<file path="src/rtl/seg_scan_decoder.sv">
// Purpose : rebuilds six-digit frames from a scanned active-low sel/dig seven-segment bus.
// Latency : frame_valid rises 2 + SETTLE_CYC + 1 cycles after the last dig edge of digit 5.
// Backpres: none; the bus is sampled free-running and a frame is dropped if it is not in order.
//
// Ports:
//   clk, rst_n         system clock, asynchronous active-low reset
//   sel[5:0]           active-low one-hot scan select (bit i low = digit i)
//   dig[7:0]           active-low segment pattern, bit 7 = decimal point
//   out0..out5[3:0]    committed digit codes
//   frame_valid        one-cycle pulse when out0..out5 update
//   frame_err          one-cycle pulse when a frame is aborted
//   bad_seg            level, last committed frame held an unknown pattern
//   scan_lost          level, no sel activity for TIMEOUT_MAX cycles

module seg_scan_decoder #(
   parameter logic [9:0]  SETTLE_CYC  = 10'd4,
   parameter logic [15:0] TIMEOUT_MAX = 16'd9999
) (
   input  logic       clk,
   input  logic       rst_n,
   input  logic [5:0] sel,
   input  logic [7:0] dig,
   output logic [3:0] out0,
   output logic [3:0] out1,
   output logic [3:0] out2,
   output logic [3:0] out3,
   output logic [3:0] out4,
   output logic [3:0] out5,
   output logic       frame_valid,
   output logic       frame_err,
   output logic       bad_seg,
   output logic       scan_lost
);

   typedef enum logic {IDLE, COLLECT} state_t;

   state_t      state, state_nx;

   logic [5:0]  sel_m, s_sel, sel_p;
   logic [7:0]  dig_m, s_dig, dig_p;
   logic        sel_chg, any_chg;
   logic [9:0]  settle_cnt;
   logic        strobe;
   logic [15:0] to_cnt;
   logic        to_hit;

   logic [5:0]  sel_act;
   logic        one_hot;
   logic [2:0]  idx;
   logic [3:0]  code;
   logic        cap;

   logic [2:0]  last;
   logic [2:0]  last_nx1;
   logic [3:0]  shadow [6];
   logic        bad_any;

   logic        store, commit, err;

   // Sync flops idle at all-ones (nothing selected, all segments off)
   // so a quiet bus after reset does not look like a change.
   always_ff @(posedge clk or negedge rst_n) begin
      if (!rst_n) begin
         sel_m <= '1;
         s_sel <= '1;
         sel_p <= '1;
         dig_m <= '1;
         s_dig <= '1;
         dig_p <= '1;
      end else begin
         sel_m <= sel;
         s_sel <= sel_m;
         sel_p <= s_sel;
         dig_m <= dig;
         s_dig <= dig_m;
         dig_p <= s_dig;
      end
   end

   assign sel_chg = (s_sel != sel_p);
   assign any_chg = sel_chg || (s_dig != dig_p);

   // Settle counter: one strobe per stable window, when the count reaches
   // SETTLE_CYC and the bus is still unchanged this cycle.
   always_ff @(posedge clk or negedge rst_n) begin
      if (!rst_n)
         settle_cnt <= '0;
      else if (any_chg)
         settle_cnt <= '0;
      else if (settle_cnt != '1)
         settle_cnt <= settle_cnt + 10'd1;
   end

   assign strobe = !any_chg && (settle_cnt == SETTLE_CYC);

   // Activity timeout; to_hit is the single cycle the count arrives at the limit.
   always_ff @(posedge clk or negedge rst_n) begin
      if (!rst_n)
         to_cnt <= '0;
      else if (sel_chg)
         to_cnt <= '0;
      else if (to_cnt != TIMEOUT_MAX)
         to_cnt <= to_cnt + 16'd1;
   end

   assign to_hit = !sel_chg && (to_cnt == TIMEOUT_MAX - 16'd1);

   // Slot index from the single low bit of s_sel.
   assign sel_act = ~s_sel;
   assign one_hot = (sel_act != 6'd0) && ((sel_act & (sel_act - 6'd1)) == 6'd0);

   always_comb begin
      idx = 3'd0;
      for (int i = 0; i < 6; i++)
         if (sel_act[i])
            idx = 3'(i);
   end

   function automatic logic [3:0] seg_decode(input logic [7:0] p);
      logic [3:0] c;
      case (p)
         8'hc0:   c = 4'h0;
         8'hf9:   c = 4'h1;
         8'ha4:   c = 4'h2;
         8'hb0:   c = 4'h3;
         8'h99:   c = 4'h4;
         8'h92:   c = 4'h5;
         8'h82:   c = 4'h6;
         8'hf8:   c = 4'h7;
         8'h80:   c = 4'h8;
         8'h90:   c = 4'h9;
         8'h00:   c = 4'hF;
         default: c = 4'hE;
      endcase
      return c;
   endfunction

   assign code = seg_decode(s_dig);

   // A timeout in the same cycle wins over the capture.
   assign cap      = strobe && one_hot && !to_hit;
   assign last_nx1 = last + 3'd1;

   // 4'hE is only ever produced for an unknown pattern, so the shadow
   // contents themselves serve as the per-slot bad marks.
   assign bad_any = (code == 4'hE) || (shadow[0] == 4'hE) || (shadow[1] == 4'hE) ||
                    (shadow[2] == 4'hE) || (shadow[3] == 4'hE) || (shadow[4] == 4'hE);

   // FSM state register
   always_ff @(posedge clk or negedge rst_n) begin
      if (!rst_n)
         state <= IDLE;
      else
         state <= state_nx;
   end

   // FSM next state
   always_comb begin
      state_nx = state;
      if (to_hit) begin
         state_nx = IDLE;
      end else if (cap) begin
         case (state)
            IDLE:    if (idx == 3'd0) state_nx = COLLECT;
            COLLECT: begin
               if (idx == last_nx1)
                  state_nx = (idx == 3'd5) ? IDLE : COLLECT;
               else if (idx == last)
                  state_nx = COLLECT;
               else
                  state_nx = (idx == 3'd0) ? COLLECT : IDLE;
            end
            default: state_nx = IDLE;
         endcase
      end
   end

   // FSM outputs: shadow write, commit and abort controls
   always_comb begin
      store  = 1'b0;
      commit = 1'b0;
      err    = 1'b0;
      if (cap) begin
         case (state)
            IDLE:    store = (idx == 3'd0);
            COLLECT: begin
               if (idx == last_nx1) begin
                  store  = 1'b1;
                  commit = (idx == 3'd5);
               end else if (idx == last) begin
                  store = 1'b1;
               end else begin
                  err   = 1'b1;
                  store = (idx == 3'd0);
               end
            end
            default: ;
         endcase
      end
   end

   // Shadow, committed outputs and status flags.
   always_ff @(posedge clk or negedge rst_n) begin
      if (!rst_n) begin
         for (int i = 0; i < 6; i++)
            shadow[i] <= 4'd0;
         last        <= 3'd0;
         out0        <= 4'd0;
         out1        <= 4'd0;
         out2        <= 4'd0;
         out3        <= 4'd0;
         out4        <= 4'd0;
         out5        <= 4'd0;
         frame_valid <= 1'b0;
         frame_err   <= 1'b0;
         bad_seg     <= 1'b0;
         scan_lost   <= 1'b0;
      end else begin
         frame_valid <= commit;
         frame_err   <= err;

         if (to_hit) begin
            for (int i = 0; i < 6; i++)
               shadow[i] <= 4'd0;
            last <= 3'd0;
         end else begin
            if (err)
               for (int i = 0; i < 6; i++)
                  shadow[i] <= 4'd0;
            if (store) begin
               shadow[idx] <= code;
               last        <= idx;
            end
         end

         // Slot 5 goes straight from the decoder into out5 on commit.
         if (commit) begin
            out0    <= shadow[0];
            out1    <= shadow[1];
            out2    <= shadow[2];
            out3    <= shadow[3];
            out4    <= shadow[4];
            out5    <= code;
            bad_seg <= bad_any;
         end

         if (sel_chg)
            scan_lost <= 1'b0;
         else if (to_hit)
            scan_lost <= 1'b1;
      end
   end

endmodule
</file>
<file path="config.mk">
export PLATFORM = sky130hd
export DESIGN_NAME = seg_scan_decoder
export DESIGN_NICKNAME = d
export VERILOG_FILES = /design/src/rtl/seg_scan_decoder.sv
export SDC_FILE = /design/constraint.sdc
export NUM_CORES = 1
export LEC_CHECK = 0
export CORE_ASPECT_RATIO = 2
export CORE_MARGIN = 4
export CORE_UTILIZATION = 48
export DETAILED_ROUTE_END_ITERATION = 10
export GPL_TIMING_DRIVEN = 1
export HOLD_SLACK_MARGIN = 0.05
export PLACE_DENSITY = 0.68
export SLEW_MARGIN = 10
export SYNTH_ARGS = -nofsm -noshare
export SYNTH_HDL_FRONTEND = slang
export SYNTH_SLANG_ARGS = --single-unit
</file>
<file path="constraint.sdc">
create_clock -name clk -period 5.1 [get_ports clk]
set_input_delay 0.51 -clock clk [delete_from_list [all_inputs] [get_ports clk]]
set_output_delay 0.51 -clock clk [all_outputs]
set_load 0.005 [all_outputs]
</file>
==> metrics.log <==
INFO  metric status = finished, final reports clean
INFO  metric syn_area_per_cell = around 12 um^2
INFO  metric flow.area_growth_from_synthesis = 19.87%
INFO  metric cts-buffers-inserted = 17
INFO  metric worst-slew-pin-transition = a little under 1 ns
INFO  metric endpoint = out4[2]
INFO  metric startpoint_type = flip-flop
INFO  metric min_period = 3.210 ns
INFO  metric groute.usage.overall = 0.1923
INFO  metric worstPathRequired = 5.39 ns
INFO  metric synth-main-ff-cell = dfrtp_1
INFO  metric drt-wirelength-per-cell = about 17 um
INFO  metric leakage = between 2 and 3 nW
INFO  metric worst-endpoint-arrival = 3.50 ns
INFO  metric initial_utilization = 0.4906
INFO  metric drt-total-wl = approximately 11,000 um
INFO  metric final-setup-viol-count = 0
INFO  metric rrSetupSlack = ~1.9 ns
INFO  metric floorplan.io_pins = 44
INFO  metric post_synth_inst_count = between 400 and 500
INFO  metric clock_tree_from_tritoncts = done
INFO  metric nets = approximately 520
INFO  metric drtPass1Iterations = 4
INFO  metric critical_path.max_fanout = 25
INFO  metric global_placer_s_final_weighted_congestion = 0.9034
INFO  metric ant_nets = 0
INFO  metric setup_fix_buffers_added_after_clock_tree_synthesis = 0
INFO  metric coreArea = 10,950 um^2
INFO  metric grt_pass1_wl = roughly 19,000 um
INFO  metric finalHoldViolations = 0
INFO  metric dp_hpwl = just over 8000 um
INFO  metric post_cts.resized_instances = 0
INFO  metric synthesis.area = roughly 5400 um^2
INFO  metric critical_path.startpoint = s_dig[3]
INFO  metric worstSkewPairLatency = ~0.41 ns
INFO  metric synth-seq-cells = 120
INFO  metric clockBufferDepth = 2
INFO  metric largest_net_degree_at_the_start_of_global_routing = 73
INFO  metric timing.reg2reg.worst_path_depth = 6
INFO  metric tns = 0 ns
INFO  metric global_route_total_overflow = 0
INFO  metric power = about 2.2 mW
INFO  metric drt_drc_violations_left = 0
INFO  metric grt_setup_unrepaired = false
INFO  metric die_w = between 80 and 90 um
INFO  metric hp-class = in2async
INFO  metric cts.sink_count = 120
INFO  metric num_vias = about 3,800
INFO  metric dieArea = around 13,000 um^2
INFO  metric cts-root-buf = clkbuf_16
INFO  metric skew = approximately 0.006 ns
INFO  metric post-synth-top-area-cell = dfrtp_1
INFO  metric n_fill_cell = between 900 and 1,000
INFO  metric post_route_cells_drive_above_1_share = 0.2315
INFO  metric antenna_found_initial = 0
INFO  metric setup.worst_path.end_class = flip-flop
INFO  metric timing.fmax = about 310 MHz
INFO  metric placement.io_buffers = 43
INFO  metric edff_count_synth = 0
INFO  metric hold_buffers = 0
INFO  metric p_per_area = between 300 and 400 nW/um^2
INFO  metric vias_per_cell = approximately 6
INFO  metric synth.top_cells.by_area = dfrtp_1 36%, dfstp_2 21%, mux2_2 5.2%, xnor2_1 3.3%, o22ai_1 2.3%
INFO  metric yosys_warnings = 0
INFO  metric max-vdd-ir-drop = about 0.27 mV
INFO  metric fp.dieH = between 150 and 200 um
INFO  metric cap_viol_max_count = 0
INFO  metric worst-setup-path-type = reg2reg
INFO  metric htreeDepth = 4
INFO  metric finalCritPeriodShare = 0.6294
INFO  metric drt_first_iter_violations = 205
INFO  metric yosys-top-cells-count = 78 x dfrtp_1, 42 x dfstp_2, 33 x nor2_1
INFO  metric relative_slew_slack = 0.3332
INFO  metric insertedDiodeCount = 0
INFO  metric yosysMostFrequentCell = dfrtp_1
INFO  metric placementRows = 54
INFO  metric final_core_util = 0.5881
INFO  metric final-max-slew-violation-count = 0
INFO  metric synth_top_area_share = 0.3635
INFO  metric worstReg2RegStart = s_dig[3]
INFO  metric clock_transition_at_the_registers_of_the_reported_paths = about 0.060 ns
INFO  metric yosysSeqAreaShare = 0.5690
INFO  metric grt_pass1_vias = approximately 3,900
INFO  metric synth_fp_nets = approximately 480
INFO  metric yosys.cell_types.count = between 50 and 60
INFO  metric reg2reg_to = out4[2]
INFO  metric async_flop_share = 1.000
per-layer routing:
layer	GRT usage	wire (um)	up-vias
met4	0.1005	487	0
met1	0.1969	4041	1915
met3	0.05125	389	36
met5	0	0	-
li1	-	-	1775
met2	0.3453	6437	94
critical path, stage by stage, from the launching register on:
cell	delay, ns
dfstp_2	0.60
xnor2_1	0.13
nand4_1	0.16
nor2_1	0.39
nand2_1	0.37
nand4b_2	0.87
mux2_2	0.55
per-stage QoR:
stage | cells | hold slack, ns | setup WS [ns] | instance area, um^2
floorplan | 458 | 0.2144 | 2.695 | 5370
global placement | 622 | 0.3456 | 1.989 | 5874
detailed placement | 622 | 0.3468 | 1.841 | 5874
CTS | 654 | 0.2476 | 1.843 | 6437
global route | 654 | 0.2838 | 1.660 | 6437
finish | 654 | 0.2122 | 1.890 | 6437
logic make-up (layout without fill, tap and decap cells):
family	after synthesis	count (layout)	synth area share
AOI/OAI and AO/OA	75	75	0.09552
xor gates and xnor gates	33	33	0.05382
adders and majority gates	5	5	0.01165
buffers and inverters	29	85	0.02679
DFF	120	120	0.5690
muxes	29	29	0.05988
and+or+nand+nor	167	167	0.1834
area by class of cell:
class | instances | area (um^2) | area share
clock buffer | 18 | 439.2 | 0.06822
clock inverter | 14 | 123.9 | 0.01924
inverter | 8 | 30.03 | 0.004665
multi-input combinational | 309 | 2171 | 0.3372
sequential | 120 | 3055 | 0.4746
tap | 140 | 175.2 | 0.02721
timing repair buffer | 45 | 442.9 | 0.06880
flip-flops by register name (all words and copies together), names as in the netlist, 6 cells and up:
signal / flops
sel_p: 6
shadow: 20
dig_m: 8
s_dig: 8
s_sel: 6
sel_m: 6
dig_p: 8
to_cnt: 16
settle_cnt: 10
cell usage in the layout (no fill, tap or decap), types with 5 or more instances in the layout:
cell and count:
o22ai_1 20, dfstp_2 42, ha_1 5, nor2_1 33
nand3_1 14, clkdlybuf4s50_1 42, o21ai_0 10, xor2_1 13
nand4b_1 7, mux2_2 25, xnor2_1 20, nand2_1 30
and3_1 10, inv_1 8, clkbuf_16 17, or3_1 7
a21oi_1 9, nand4_1 12, clkinv_4 6, dfrtp_1 78
o31ai_1 13, nor3_1 11
where the power goes:
group / leakage, nW / internal, mW / switching, mW / total (mW)
clock network: 0.285 / 0.683 / 0.434 / 1.12
registers: 1.53 / 0.984 / 0.0195 / 1.00
logic: 0.858 / 0.0287 / 0.0417 / 0.0705
worst min path at each step:
stage,to
finish,out0[0]
global route,out4[2]
CTS,shadow[21]
detailed placement,s_sel[4]
global placement,s_sel[5]
floorplan,bad_seg
Note: power is estimated with default switching activity, not from simulation.
==> edit, RTL diff (same settings) <==
Change the parameter `TIMEOUT_MAX` from 16'd9999 to 16'd8192.
--- a/src/rtl/seg_scan_decoder.sv
+++ b/src/rtl/seg_scan_decoder.sv
@@ -15,5 +15,5 @@
 module seg_scan_decoder #(
    parameter logic [9:0]  SETTLE_CYC  = 10'd4,
-   parameter logic [15:0] TIMEOUT_MAX = 16'd9999
+   parameter logic [15:0] TIMEOUT_MAX = 16'd8192
 ) (
    input  logic       clk,
Behaviour: no difference found for any inputs over 10 cycles, from zero or initial values and one cycle with rst_n low; that may be too few to reach the edited logic, so the function may still have changed.
==> edit against the unedited design <==
  * Routed wire length up 2.9%
  * Sequential power about the same
  * Design area up 3.4%
  * Hold slack worse by 0.027 ns
  * Global-route usage down 0.59 points
  * Count of clock-buffer cells in the layout up 2
  * Synthesized cell count up 7.9%
  * Power up 3.1%
  * Critical path depth up 3
  * Setup slack better by 0.012 ns
  * Die area up 3.4%
  * Synthesized area up 3.7%
  * Sequential cell count unchanged
==> edit: results (changes against the unedited design) <==
| Metric | Value |
|---|---|
| Outcome | `complete, no violations` |
| Reg-to-reg endpoint | `out4[1]` |
| Period Utilization, post-route | `62.7% (-0.24 points)` |
| GPL Wtd Cong | `0.874 (-3.3%)` |
| Global-route wire length before repair | `20.1 mm (+7.0%)` |
| Overall Global Routing Usage | `18.6% (-0.59 points)` |
| Antenna Diode Count | `0 (unchanged)` |
| Initial DRC Count | `299 (+46%)` |
| Most instantiated cells after synthesis | `dfrtp_1 (78), dfstp_2 (42), nor2_1 (42)` |
| Netlist cell types | `59 (+1.7%)` |
| Num CTS Buffers | `17 (unchanged)` |
| Seq/Total Area, Yosys | `54.9% (-2.0 points)` |
| Critical-path top delay cell | `or3_4` |
| Leak Pwr | `2.69 nW (+0.67%)` |
| CP startpoint | `settle_cnt[0]` |
| Layout Nets | `556 (+6.5%)` |
| Dpl cells | `658 (+5.8%)` |
| Largest net degree at the start of global routing | `68 (-6.8%)` |
| Final Skew | `0.00541 ns (-0.000518 ns)` |
| Top post-synthesis cells by area | `dfrtp_1 (35%), dfstp_2 (20%), mux2_4 (5.1%)` |
| Drt pass-1 iters | `7 (+3)` |
| Syn Inst Count | `494 (+7.9%)` |
| Post-DP HPWL | `8.30 mm (+1.8%)` |
| Worst Path Max Fanout | `14 (-44%)` |
| Syn nets | `515 (+7.5%)` |
| R2r worst-path depth | `9 (+3)` |
| Critical Path Max Stage Delay | `0.61 ns (-0.26 ns)` |
| Wire per inst | `16.9 um (-2.4%)` |
| # fillers | `922 (+1.4%)` |
| Number of vias per cell | `5.75 (-1.6%)` |
| VDD IR max | `310 uV (+13%)` |
| Vias in the first global route | `3,985 (+3.3%)` |
-- edit: changes by cell type in the layout (fill, tap and decap cells not counted), moves of 11 or more --
cell	unedited run	this run
o21ai_0	10	40
mux2_2	25	6
mux2_4	0	19
o22ai_1	20	2
nand2_1	30	18
nand3_1	14	26
xor2_1	13	24
-- edit: per-stage QoR --
stage / total power, mW / hold slack (ns) / cell area, sq um
2_1_floorplan: 1.05 / 0.214 / 5570
3_3_place_gp: 1.09 / 0.346 / 6060
3_5_place_dp: 1.09 / 0.347 / 6060
4_1_cts: 2.28 / 0.214 / 6660
5_1_grt: 2.34 / 0.257 / 6660
6_report: 2.26 / 0.185 / 6660
-- edit: worst min-delay path by stage --
stage / cells after the start / from / slack (ns) / to
after floorplan: 0 / rst_n / 0.21 / bad_seg
after global placement: 0 / dig_m[0] / 0.35 / s_dig[0]
after detailed placement: 0 / sel_m[1] / 0.35 / s_sel[1]
after CTS: 1 / rst_n / 0.21 / out4[0]
after global routing: 1 / rst_n / 0.26 / out4[0]
final: 1 / rst_n / 0.19 / out4[0]
-- edit: cell type report --
| cell class | instances | share of cell area (%) |
|---|---|---|
| clock buffer | 20 | 7.35 |
| clock inverter | 12 | 1.65 |
| inverter | 17 | 0.959 |
| multi-input combinational | 332 | 34.6 |
| sequential | 120 | 45.9 |
| tap | 142 | 2.67 |
| timing repair buffer | 47 | 6.88 |
-- edit: routing by layer --
layer | vias to the layer above | GRT usage [%] | part of all wire [%]
li1 | 1868 | - | -
met4 | 0 | 11.1 | 4.3
met5 | - | 0 | 0
met2 | 123 | 33.9 | 55
met1 | 1939 | 19.6 | 36
met3 | 36 | 3.23 | 3.8
-- edit: worst register-to-register path, stage by stage, from the launching register on --
cell and delay [ns]:
dfrtp_1 0.43, inv_1 0.08, ha_1 0.13, or4bb_1 0.50, nor2_1 0.10, nand4_1 0.39, or3_4 0.62, nor3b_4 0.20
buf_4 0.26, mux2_2 0.36
-- edit: power by group --
part	switching, mW	internal, mW
clock network	0.440	0.744
registers	0.0195	0.984
logic	0.0446	0.0276
-- edit: logic make-up after synthesis --
logic type               synth area share (%)
adder cells (fa/ha/maj)                  1.12
multiplexers                             6.69
flip-flops                               54.9
AO/OA/AOI/OAI                            9.19
XOR/XNOR                                 5.82
AND/OR/NAND/NOR                          18.5
buffers and inverters                    3.80
